[src/rtl/ripple_add_sequencer.sv]
// Multi-cycle WIDTH-bit adder/subtractor. A single 4-bit ripple slice is reused
// once per nibble, LSB nibble first, with the carry chained through a register.
// Operands come in and the result goes out through valid/ready handshakes.

// 4-bit ripple-carry slice: four chained full adders.
module Ripple_adder (
    input  logic [3:0] a,
    input  logic [3:0] b,
    input  logic       cin,
    output logic [3:0] sum,
    output logic       cout
);
    logic [4:0] c;

    assign c[0] = cin;
    for (genvar i = 0; i < 4; i++) begin : g_fa
        assign sum[i]  = a[i] ^ b[i] ^ c[i];
        assign c[i+1]  = (a[i] & b[i]) | (c[i] & (a[i] ^ b[i]));
    end
    assign cout = c[4];
endmodule

module ripple_add_sequencer #(
    parameter int WIDTH = 16
) (
    input  logic             clk,
    input  logic             rst_n,
    input  logic             in_valid,
    output logic             in_ready,
    input  logic [WIDTH-1:0] op_a,
    input  logic [WIDTH-1:0] op_b,
    input  logic             sub,
    output logic             out_valid,
    input  logic             out_ready,
    output logic [WIDTH-1:0] result,
    output logic             carry_out,
    output logic             overflow,
    output logic             busy
);
    localparam int N  = WIDTH / 4;
    localparam int IW = (N > 1) ? $clog2(N) : 1;
    localparam logic [IW-1:0] LAST = IW'(N - 1);

    typedef enum logic [1:0] {IDLE, RUN, DONE} state_t;

    state_t            state_q, state_d;
    logic [WIDTH-1:0]  a_q, a_d;
    logic [WIDTH-1:0]  b_q, b_d;
    logic [WIDTH-1:0]  result_q, result_d;
    logic              carry_q, carry_d;
    logic              ovf_q, ovf_d;
    logic [IW-1:0]     idx_q, idx_d;

    logic [3:0]        sl_a, sl_b, sl_sum;
    logic              sl_cout;

    // Nibble offset is idx*4, formed by concatenation to keep the index width exact.
    assign sl_a = a_q[{idx_q, 2'b00} +: 4];
    assign sl_b = b_q[{idx_q, 2'b00} +: 4];

    Ripple_adder u_slice (
        .a    (sl_a),
        .b    (sl_b),
        .cin  (carry_q),
        .sum  (sl_sum),
        .cout (sl_cout)
    );

    // Next-state and datapath updates: accept in IDLE, one nibble per RUN cycle, hold in DONE.
    always_comb begin
        state_d  = state_q;
        a_d      = a_q;
        b_d      = b_q;
        result_d = result_q;
        carry_d  = carry_q;
        ovf_d    = ovf_q;
        idx_d    = idx_q;
        case (state_q)
            IDLE: begin
                if (in_valid) begin
                    // Subtract is A + ~B + 1: invert B here and seed the carry with 1.
                    a_d     = op_a;
                    b_d     = sub ? ~op_b : op_b;
                    carry_d = sub;
                    idx_d   = '0;
                    state_d = RUN;
                end
            end
            RUN: begin
                result_d[{idx_q, 2'b00} +: 4] = sl_sum;
                carry_d = sl_cout;
                if (idx_q == LAST) begin
                    // sl_sum[3] is the result MSB being written this cycle.
                    ovf_d   = (a_q[WIDTH-1] == b_q[WIDTH-1]) && (sl_sum[3] != a_q[WIDTH-1]);
                    state_d = DONE;
                end else begin
                    idx_d = idx_q + 1'b1;
                end
            end
            DONE: begin
                if (out_ready) state_d = IDLE;
            end
            default: state_d = IDLE;
        endcase
    end

    // State and datapath registers; reset aborts any operation in flight.
    always_ff @(posedge clk or negedge rst_n) begin
        if (!rst_n) begin
            state_q  <= IDLE;
            a_q      <= '0;
            b_q      <= '0;
            result_q <= '0;
            carry_q  <= 1'b0;
            ovf_q    <= 1'b0;
            idx_q    <= '0;
        end else begin
            state_q  <= state_d;
            a_q      <= a_d;
            b_q      <= b_d;
            result_q <= result_d;
            carry_q  <= carry_d;
            ovf_q    <= ovf_d;
            idx_q    <= idx_d;
        end
    end

    // Handshake outputs decode registered state only, so upstream may gate on in_ready.
    assign in_ready  = (state_q == IDLE);
    assign out_valid = (state_q == DONE);
    assign busy      = (state_q == RUN) || (state_q == DONE);
    assign result    = result_q;
    assign carry_out = carry_q;
    assign overflow  = ovf_q;
endmodule

[config.mk]
export PLATFORM = sky130hd
export DESIGN_NAME = ripple_add_sequencer
export DESIGN_NICKNAME = d
export VERILOG_FILES = /design/src/rtl/ripple_add_sequencer.sv
export SDC_FILE = /design/constraint.sdc
export NUM_CORES = 1
export LEC_CHECK = 0
export ABC_AREA = 1
export CORE_MARGIN = 1
export CORE_UTILIZATION = 55
export CTS_CLUSTER_SIZE = 30
export DETAILED_ROUTE_END_ITERATION = 10
export PLACE_DENSITY = 0.81
export SLEW_MARGIN = 30
export SYNTH_ARGS = -nofsm -noshare
export SYNTH_HDL_FRONTEND = slang
export SYNTH_SLANG_ARGS = --single-unit
[constraint.sdc]
create_clock -name clk -period 6 [get_ports clk]
set_input_delay 0.6 -clock clk [delete_from_list [all_inputs] [get_ports clk]]
set_output_delay 0.6 -clock clk [all_outputs]
set_load 0.01 [all_outputs]
# ---- Yosys cells after proc, flatten, opt, wreduce, memory -nomap -nowiden
# Cells that the tools add are included.
dict set report classes {
  add_sub_neg 2
  multipliers 0
  div 0
  magnitude_cmp 0
  n_eq_ne 9
  n_shift 4
  n_mux 11
  bitwise 21
  reduce_logical 9
}
# cell n
set ops {}
lappend ops {{variable part select 16 x 5 -> 4 bit} 2}
lappend ops {{bitwise mux 16 bit} 1}
lappend ops {{2-to-1 mux 16 bit} 1}
lappend ops {{NOT 16 bit} 1}
lappend ops {{variable shift 4 x 6 -> 16 bit (first input constant)} 1}
lappend ops {{variable part select 4 x 6 -> 16 bit} 1}
lappend ops {{2-to-1 mux 2 bit} 5}
lappend ops {{bitwise AND 1 bit} 8}
lappend ops {{bitwise XOR 1 bit} 8}
lappend ops {{inequality test 2 bit (second input constant)} 3}
lappend ops {{negation 4 -> 6 bit} 1}
lappend ops {{one-hot mux 2 bit (3 select lines)} 1}
lappend ops {{AND reduction 2 bit} 3}
lappend ops {{AND reduction 3 bit} 2}
lappend ops {{equality test 2 bit (second input constant)} 2}
lappend ops {{OR 1 bit} 4}
lappend ops {{one-hot mux 2 bit (2 select lines)} 1}
lappend ops {{adder 2 x 1 -> 2 bit (second input constant)} 1}
lappend ops {{equality test 2 x 1 -> 1 bit (second input constant)} 1}
lappend ops {{logical NOT 2 bit} 1}
lappend ops {{inequality test 2 x 1 -> 1 bit (second input constant)} 1}
lappend ops {{one-hot mux 1 bit (2 select lines)} 1}
lappend ops {{nonzero test 2 bit} 1}
lappend ops {{equality test 1 bit} 1}
lappend ops {{4 further kinds} 4}
dict set report totals {
  register_bits 54
  latch_bits 0
  ramBits 0
  romBits 0
  inputBits 37
  out_inout_bits 21
  mem_count 0
}

# ---- Logic depth before layout (Yosys ltp)
# Gate-level depths: netlist of the first run.
dict set report depth {
  word_depth 11
  mapped_depth 16
  depth_no_buf 15
}

# ---- Hierarchy
# Synthesis of the first run repeated with hierarchy kept, for this count alone.
dict set report unflattened {
  cells_unflattened 366
  area_unflattened_um2 2924.1
}
# module instances cells_per_inst area_per_inst_um2 seq_area_each_um2
set by_module_without_submodules {}
lappend by_module_without_submodules {ripple_add_sequencer 1 352 2806.4 1351.3}
lappend by_module_without_submodules {Ripple_adder 1 14 117.6 0.0}

# ---- Worst setup path after synthesis of the first run
# No wires, ideal clock.
dict set report synth_timing {
  kind {register to register}
  from {register idx_q[0]}
  to {register result_q[7], in the netlist result[7]}
  setup_time_ps 127
  t_arrival_ps 2535
  required_ps 5873
  path_slack_ps 3337
  stages_incl_launch_ff 15
  period_less_slack_ps 2663
  path_cell_list {dfrtp_1 > inv_1 > buf_2 > o211ai_1 > nand2_1 > fa_1 > inv_1 > fa_1 > fa_1 > inv_1 > fa_1 > inv_1 > nor2_1 > nand2_1 > o21ai_0}
}
dict set report synth_between {
  elab_chain_cells 11
  elab_cells_between_ends 23
  cone_classes {add/sub: 1; shift: 4; mux: 1; bitwise: 17}
}
# item line
set synth_rtl {}
lappend synth_rtl {{from (decl)} 52} ;# logic [IW-1:0] idx_q, idx_d;
lappend synth_rtl {{from (signal assigned)} 124} ;# idx_q <= idx_d;
lappend synth_rtl {{variable part select 16 x 5 -> 4 bit, on equally long branches} {58, 59}}
lappend synth_rtl {{bitwise XOR 1 bit} {17, 18}}
lappend synth_rtl {{bitwise AND 1 bit} 18} ;# assign c[i+1] = (a[i] & b[i]) | (c[i] & (a[i] ^ b[i]));
lappend synth_rtl {{OR 1 bit} 18}
lappend synth_rtl {{bitwise AND 1 bit} 18}
lappend synth_rtl {{OR 1 bit} 18}
lappend synth_rtl {{bitwise AND 1 bit} 18}
lappend synth_rtl {{OR 1 bit} 18}
lappend synth_rtl {{bitwise XOR 1 bit} 17} ;# assign sum[i] = a[i] ^ b[i] ^ c[i];
lappend synth_rtl {{variable part select 4 x 6 -> 16 bit} 90} ;# result_d[{idx_q, 2'b00} +: 4] = sl_sum;
lappend synth_rtl {{bitwise mux 16 bit *} 90}
lappend synth_rtl {{to (signal assigned)} 121} ;# result_q <= result_d;
lappend synth_rtl {{to (decl)} 49} ;# logic [WIDTH-1:0] result_q, result_d;
# Every way passes the cells marked *; elsewhere a longest branch is shown, timed or not.
# A chain may end at the register's enable or synchronous reset.

# ---- Worst setup path in the final report of the first run
dict set report layout_timing {
  from {register idx_q[0]}
  to {register result_q[15], in the netlist result[15]}
}
# Same word-level chain as after synthesis.

==> results of run 1 <==
[metal layers]
| layer | global-route usage [%] | up-vias |
|---|---|---|
| li1 | - | 1199 |
| met1 | 26.24 | 1080 |
| met2 | 39.74 | 56 |
| met3 | 4.201 | 11 |
| met4 | 8.805 | 0 |
| met5 | 0 | - |
[metrics by stage]
stage	setup WS (ps)	cells	instance area (µm²)	utilization, %	power (mW)
after global placement	2454	468	3400	66.99	1.539
after CTS	2284	474	3485	68.66	1.766
after global routing	1954	474	3485	68.66	1.932
after detailed placement	2347	468	3402	67.04	1.565
after floorplan	3337	356	2888	-	1.301
final	2264	474	3485	68.66	1.755
[state kept, by name, indices dropped and copies added, names as in the netlist]
signal     flops
a_q           16
b_q           16
carry_out      1
idx_q          2
overflow       1
result        16
state_q        2
[layout make-up]
class / instances / area share [%]
multi-input cells: 259 / 37.02
inverters: 28 / 3.016
flip-flops and latches: 54 / 38.78
clock buffers: 6 / 2.370
repair buffers: 57 / 16.30
well taps: 70 / 2.513
[cell usage after synthesis]
| library cell | n | area share (%) |
|---|---|---|
| nand2_1 | 181 | 24 |
| dfrtp_1 | 54 | 47 |
| inv_1 | 26 | 3.4 |
| xor2_1 | 16 | 4.9 |
| nand3_1 | 15 | 2.6 |
| o21ai_0 | 12 | 2.1 |
| ha_1 | 9 | 3.9 |
| o211ai_1 | 8 | 2.1 |
| buf_6 | 7 | 2.7 |
| nand4_1 | 6 | 1.3 |
| nor2_1 | 6 | 0.78 |
| buf_2 | 4 | 0.69 |
| fa_1 | 4 | 2.8 |
| buf_4 | 3 | 0.78 |
| inv_2 | 2 | 0.26 |
| buf_12 | 1 | 0.69 |
| nand2_2 | 1 | 0.22 |
| nor3_4 | 1 | 0.56 |
[logic make-up after synthesis]
group	count (synthesis)	share of synthesized area, %
AND/OR/NAND/NOR	210	28.99
adder cells (fa/ha/maj)	13	6.673
AO/OA/AOI/OAI	20	4.160
buffers and inverters	43	8.536
XOR/XNOR	16	4.853
flip-flops	54	46.79
[where the power goes]
group          leakage (nW)  total (mW)  internal, mW  switching [mW]
registers             0.692       0.643         0.522           0.121
logic                  1.07       0.915         0.376           0.539
clock network        0.0431       0.197        0.0892           0.107
[worst max-delay path by stage]
stage	from	to	slack, ps	cells past startpoint
after floorplan	idx_q[0]	result[7]	3340	14
after global placement	idx_q[0]	result[7]	2450	14
after detailed placement	idx_q[0]	result[15]	2350	13
after CTS	idx_q[0]	result[15]	2280	13
after global routing	idx_q[0]	result[15]	1950	13
final	idx_q[0]	result[15]	2260	13
==> results.toml, run 1 <==
[setup_path]
regToRegSetupSlack_ps = 2260
cp_slowest_cell = "dfrtp_1"
slowest_delay_ps = 880
cpLargestDelayFamily = "adder cells"
path_max_fanout = 24
startpoint_type = "register"
cp_cell_sequence = "inv_1 -> o211ai_1 -> nand2_1 -> fa_1 -> inv_1 -> fa_1 -> fa_1 -> inv_1 -> fa_1 -> inv_1 -> nor2_1 -> nand2_1 -> o21ai_0"
r2r_start = "idx_q[0]"
cp-end-kind = "register"
arrival_ps = 3960
required_ps = 6220
worstRegToRegCells = 13
rr_endpoint = "result[15]"
crit_type = "reg -> reg"
path_buf_inv = 4

[cells_and_area]
seq_area_um2 = 1351
areaGrowthSynthToFinish_pct = 20.67
fillers = 424
final_cell_mix = "nand2_1, clkdlybuf4s50_1, dfrtp_1"
diodes = 0
finalNetCount = 455
drive_gt1_share_pct = 2.723
final_common_cell = "nand2_1"
multi_input_area_um2 = 1290

[cts]
cts_tree = "yes"
cts_resized = 0
clk_pin_slew_worst_paths_ps = 80
hold_buffers = 0
insertion_delay_ps = 300
cts_buffers = 5
cts-htree-levels = 2
post_cts_buffers = 0
cts.sinks = 54
cts_max_path_buffers = 2
cts-root-buf = "clkbuf_8"

[yosys]
syn_inst = 356
ys_seq_area_share_pct = 46.79
synth_area_um2 = 2888
ys_warn_count = 0
postSynthAreaPerCell_um2 = 8.112
yosysUniqueCellTypes = 18
syn_nets = 406
ys_ff_latch = 54

[route]
drc = 0
wl_met2_um = 2830
routed_via_density = 4.949
drtIter0Drc = 107
dr_wl_met3_um = 158
ant_nets = 0
met1_length_um = 2390
dr.pass1.iters = 4
vias = 2346
avgRoutedWirePerCell_um = 11.62
highest_layer = "met4"
wirelength_um = 5509

[timing]
slew_headroom_pct = 43.69
fin_crit_sh_pct = 62.26
clock-skew-final_ps = 7.250
rsz0062_at_grt = "false"
tightest_slew_ps = 842.0
holdWs_ps = 321.1
hold_violations = 0
max_freq_mhz = 267.7
post-route-min-period_ps = 3736
tns_ps = 0
finalSetupViolCount = 0
drv_slew = 0

[die]
dieArea_um2 = 5544
fp.dieH_um = 74.46
fp.coreArea_um2 = 5075
rows = 26
fp.dieW_um = 74.46
io_pins = 58
start_util_pct = 56.90

[placed_design]
dpl.hpwl_um = 4007
port_buffers = 57
gp_congestion = 0.8422

[global_route]
grt_pass1_vias = 2176
grt_pass1_wl_um = 9363
antenna_found_initial = 0
grt_max_degree = 55
grt-ovfl-total = 0
track_usage_pct = 22.21

[run_status]
status = "finished, final reports clean"

[hold_path]
hold_path_class = "in -> async"

[run]
max_cap_violations = 0

[power]
peakVddDrop_uv = 209.6
p_per_area_nw_per_um2 = 503.7
power.leakage_nw = 1.802
Note: power is estimated with default switching activity, not from simulation.
==> run 2, diff against run 1 <==
CORE_UTILIZATION = 52   (was 55)
PLACE_DENSITY = 0.77   (was 0.81)
clock period = 3.6 ns   (was 6 ns; I/O delays follow)
==> results.toml, run 2 (synthesis results as in run 1) <==
[run_status]
status = "finished, final reports clean"

[route]
ant_nets = 0
drc = 0
wirelength_um = 5648
drtIter0Drc = 99
dr.pass1.iters = 4
vias = 2319
routed_via_density = 4.841
avgRoutedWirePerCell_um = 11.79

[timing]
max_freq_mhz = 322.3
clock-skew-final_ps = 8.562
hold_violations = 0
rsz0062_at_grt = "false"
fin_crit_sh_pct = 86.20
tightest_slew_ps = 884.6
holdWs_ps = 171.0
tns_ps = 0
post-route-min-period_ps = 3103
slew_headroom_pct = 40.84
drv_slew = 0
finalSetupViolCount = 0

[cts]
insertion_delay_ps = 300
cts.sinks = 54
hold_buffers = 0
cts_buffers = 5
cts-root-buf = "clkbuf_8"
clk_pin_slew_worst_paths_ps = 90
cts_tree = "yes"
post_cts_buffers = 0
cts_resized = 0
cts-htree-levels = 2
cts_max_path_buffers = 2

[power]
power.leakage_nw = 1.821
p_per_area_nw_per_um2 = 848.0
power_mw = 2.979
peakVddDrop_uv = 380.0

[setup_path]
startpoint_type = "register"
slowest_delay_ps = 520
path_max_fanout = 24
cp_cell_sequence = "inv_1 -> nand2_1 -> o211ai_1 -> nand2_1 -> fa_1 -> inv_1 -> fa_1 -> fa_1 -> inv_1 -> fa_1 -> inv_1 -> nor2_1 -> nand2_1 -> o21ai_0"
cp_slowest_cell = "fa_1"
cp-end-kind = "register"
arrival_ps = 3320
required_ps = 3820
crit_type = "reg -> reg"

[run]
max_cap_violations = 0

[global_route]
antenna_found_initial = 0
grt_max_degree = 55
grt-ovfl-total = 0
grt_pass1_wl_um = 9963
grt_pass1_vias = 2188
track_usage_pct = 21.36

[cells_and_area]
final_common_cell = "nand2_1"
drive_gt1_share_pct = 3.667
fillers = 448
finalNetCount = 458
final_cell_mix = "nand2_1, clkdlybuf4s50_1, dfrtp_1"
final_core_util_pct = 67.08
areaGrowthSynthToFinish_pct = 21.66
instances_no_fill = 479
seq_area_um2 = 1351
multi_input_area_um2 = 1290
diodes = 0

[die]
start_util_pct = 55.14
fp.coreArea_um2 = 5238
fp.dieW_um = 76.52
rows = 26
dieArea_um2 = 5855
io_pins = 58
fp.dieH_um = 76.52

[placed_design]
port_buffers = 57
gp_congestion = 0.8328
dpl.hpwl_um = 4202
dp_cells = 471

[hold_path]
hold_path_class = "in -> async"
==> run 2: cell types whose count changed in the layout (fill, tap and decap cells not counted), sizes merged <==
| cell | delta |
|---|---|
| buf | +3 |
| clkbuf | +1 |
| clkinv | +1 |
==> run 2: routing by layer <==
metal / wire, µm / up-vias / track usage, %
met5: 0 / - / 0
met4: 76 / 0 / 6.923
met3: 171 / 6 / 3.952
met2: 2804 / 50 / 36.22
met1: 2596 / 1064 / 27.58
li1: - / 1199 / -
==> run 2: report_power, final <==
part	internal, mW	switching [mW]
logic	0.644	0.947
clock network	0.156	0.185
registers	0.871	0.178
total	1.67	1.31
==> run 2: through the flow <==
step | instance area (µm²) | setup WS (ps)
detailed placement | 3422 | 515.3
floorplan | 2888 | 937.3
CTS | 3513 | 482.4
global placement | 3422 | 666.9
finish | 3513 | 496.9
global route | 3513 | 94.32
==> run 2: final timing paths <==
path	start	end	slack (ps)	cells after the start
min in group clk	result[10]	result[10]	490	2
setup reg to reg	idx_q[0]	result[15]	500	14
setup / recovery	idx_q[0]	result[15]	500	14
max in group asynchronous	rst_n	b_q[1]	2990	2
hold / removal	rst_n	result[6]	170	2
hold reg to reg	result[10]	result[10]	490	2
==> run 2: area by class of cell <==
class	count	share of cell area, %
Clock inverter	1	0.1425
Tap cell	70	2.493
Sequential cell	54	38.46
Multi-Input combinational cell	259	36.72
Inverter	28	2.991
Clock buffer	7	2.457
Timing Repair Buffer	60	16.74
==> run 2: worst max-delay path, delay by kind of cell, from the launching register on <==
kind            cells  cell delay (ps)
flops               1              380
compound gates      2              270
fa+ha+maj           4             1250
simple gates        4              440
buf+inv             4              680
==> run 3, diff against run 2 <==
ABC_AREA = not set   (was 1)
CORE_UTILIZATION = 51   (was 52)
HOLD_SLACK_MARGIN = 0.02   (was not set)
PLACE_DENSITY = 0.76   (was 0.77)
==> results.toml, run 3 <==
[run_status]
status = "finished, final reports clean"

[yosys]
ys_seq_area_share_pct = 49.07
yosysUniqueCellTypes = 33
syn_inst = 234
synth_common_cells = "dfrtp_1, nand2_1, o21ai_0, mux2_2, xnor2_1"
postSynthAreaPerCell_um2 = 11.77
syn_nets = 284
ys_ff_latch = 54
synth-edff-count = 0
ys_async_sr_fraction_pct = 100.0
ys_warn_count = 0
netlist_top_cells_area = "dfrtp_1, mux2_2, mux4_1, xnor2_1, nand2_1"
synth_flop_cell = "dfrtp_1"
yosysTopAreaCellShare_pct = 49.07
synth.most_common_cell = "dfrtp_1"
yosysTopAreaCell = "dfrtp_1"
synth_area_um2 = 2754

[hold_path]
hold_path_class = "in -> async"

[cells_and_area]
areaGrowthSynthToFinish_pct = 25.72
final_cell_mix = "clkdlybuf4s50_1, dfrtp_1, nand2_1"
drive_gt1_share_pct = 11.34
final_common_cell = "clkdlybuf4s50_1"
instances_no_fill = 361
diodes = 0
finalNetCount = 340

[cts]
cts_tree = "yes"
cts.sinks = 54
insertion_delay_ps = 300
cts-root-buf = "clkbuf_8"
cts_buffers = 5
cts_max_path_buffers = 2
clk_pin_slew_worst_paths_ps = 90
post_cts_buffers = 0
cts_resized = 0
cts-htree-levels = 2
hold_buffers = 0

[route]
vias = 1894
routed_via_density = 5.247
dr.pass1.iters = 4
drc = 0
wirelength_um = 4983
drtIter0Drc = 51
avgRoutedWirePerCell_um = 13.80
ant_nets = 0

[timing]
tightest_slew_ps = 942.8
drv_slew = 0
slew_headroom_pct = 36.95
tns_ps = 0
finalSetupViolCount = 0
hold_violations = 0
post-route-min-period_ps = 3238
max_freq_mhz = 308.8
fin_crit_sh_pct = 89.95
clock-skew-final_ps = 7.687
rsz0062_at_grt = "false"

[setup_path]
startpoint_type = "register"
rr_endpoint = "overflow"
cp-end-kind = "register"
path_max_fanout = 12
r2r_start = "idx_q[0]"
crit_type = "reg -> reg"
worstRegToRegCells = 10
required_ps = 3760
regToRegSetupSlack_ps = 360
arrival_ps = 3400

[global_route]
track_usage_pct = 19.20
grt-ovfl-total = 0
grt_pass1_vias = 1834
grt_max_degree = 33
grt_pass1_wl_um = 8162
antenna_found_initial = 0

[run]
max_cap_violations = 0

[die]
fp.dieW_um = 75.49
dieArea_um2 = 5698
fp.dieH_um = 75.49
rows = 26
io_pins = 58
fp.coreArea_um2 = 5140
start_util_pct = 53.58

[power]
clockPowerShare_pct = 13.8
switching_share_pct = 37.39
peakVddDrop_uv = 454.5
power.leakage_nw = 1.502
p_int_mw = 1.787
switchingPower_mw = 1.067
p_per_area_nw_per_um2 = 824.6
power_mw = 2.855
seq_power_share_pct = 36.2
pwr-share-comb_pct = 50.0

[placed_design]
dp_cells = 353
dpl.hpwl_um = 3682
port_buffers = 57
gp_congestion = 0.7580
## run 3: cell count changes after synthesis, sizes merged, moves of 12 or more
cell | before | now
nand3 | 15 | 3
mux2 | 0 | 16
nand2 | 182 | 36
o21ai | 12 | 27
xnor2 | 0 | 16
xor2 | 16 | 0
inv | 28 | 14
## run 3: critical path, stage by stage (launching register included)
cell and delay [ps]:
dfrtp_1 630, mux4_2 580, fa_1 390, inv_1 70, fa_1 170, fa_1 160
inv_1 50, fa_1 630, and3b_1 210, a21oi_1 110, a31oi_1 100
## run 3: metal layers
metal  up-vias  share of wire (%)  global-route usage, %
li1        918                  -                      -
met1       911                 43                  22.63
met2        59                 52                  35.71
met3         6                3.6                  2.778
met4         0                1.1                  6.790
met5         -                  0                      0
## run 3: cells by family after synthesis
group	Yosys count	synth area share, %
compound gates	46	10.09
fa+ha+maj	13	6.997
xor+xnor	16	5.088
simple gates	54	9.450
buf+inv	25	4.680
mux	26	14.63
flops	54	49.07
## run 3: worst max path at each step
stage               cells after the start       end  startpoint
floorplan                              12  overflow    idx_q[0]
global placement                       10  overflow    idx_q[0]
detailed placement                     10  overflow    idx_q[0]
CTS                                    10  overflow    idx_q[0]
global route                           10  overflow    idx_q[0]
finish                                 10  overflow    idx_q[0]
## run 3: cell type report
class / count / area (µm²)
multi-input cells: 155 / 1274
repair buffers: 60 / 588.1
inverters: 14 / 52.55
fillers: 423 / 1678
clock buffers: 5 / 68.82
flip-flops and latches: 54 / 1351
well taps: 70 / 87.58
clock inverters: 3 / 40.04
## run 3: stage by stage
stage	hold slack [ps]	setup slack, ps	area (µm²)	utilization, %
floorplan	64.41	575.9	2754	-
global placement	375.5	462.8	3353	65.24
detailed placement	376.6	366.2	3353	65.24
CTS	47.43	347.6	3462	67.36
global route	62.93	181.1	3462	67.36
finish	37.36	361.8	3462	67.36
## run 3: power by group through the flow
| stage | clock [mW] | combinational [mW] | sequential [mW] |
|---|---|---|---|
| CTS | 0.401 | 1.45 | 1.04 |
| floorplan | 0 | 1.00 | 0.996 |
| global route | 0.419 | 1.58 | 1.06 |
| global placement | 0 | 1.41 | 1.04 |
| finish | 0.394 | 1.43 | 1.03 |
| detailed placement | 0 | 1.44 | 1.05 |
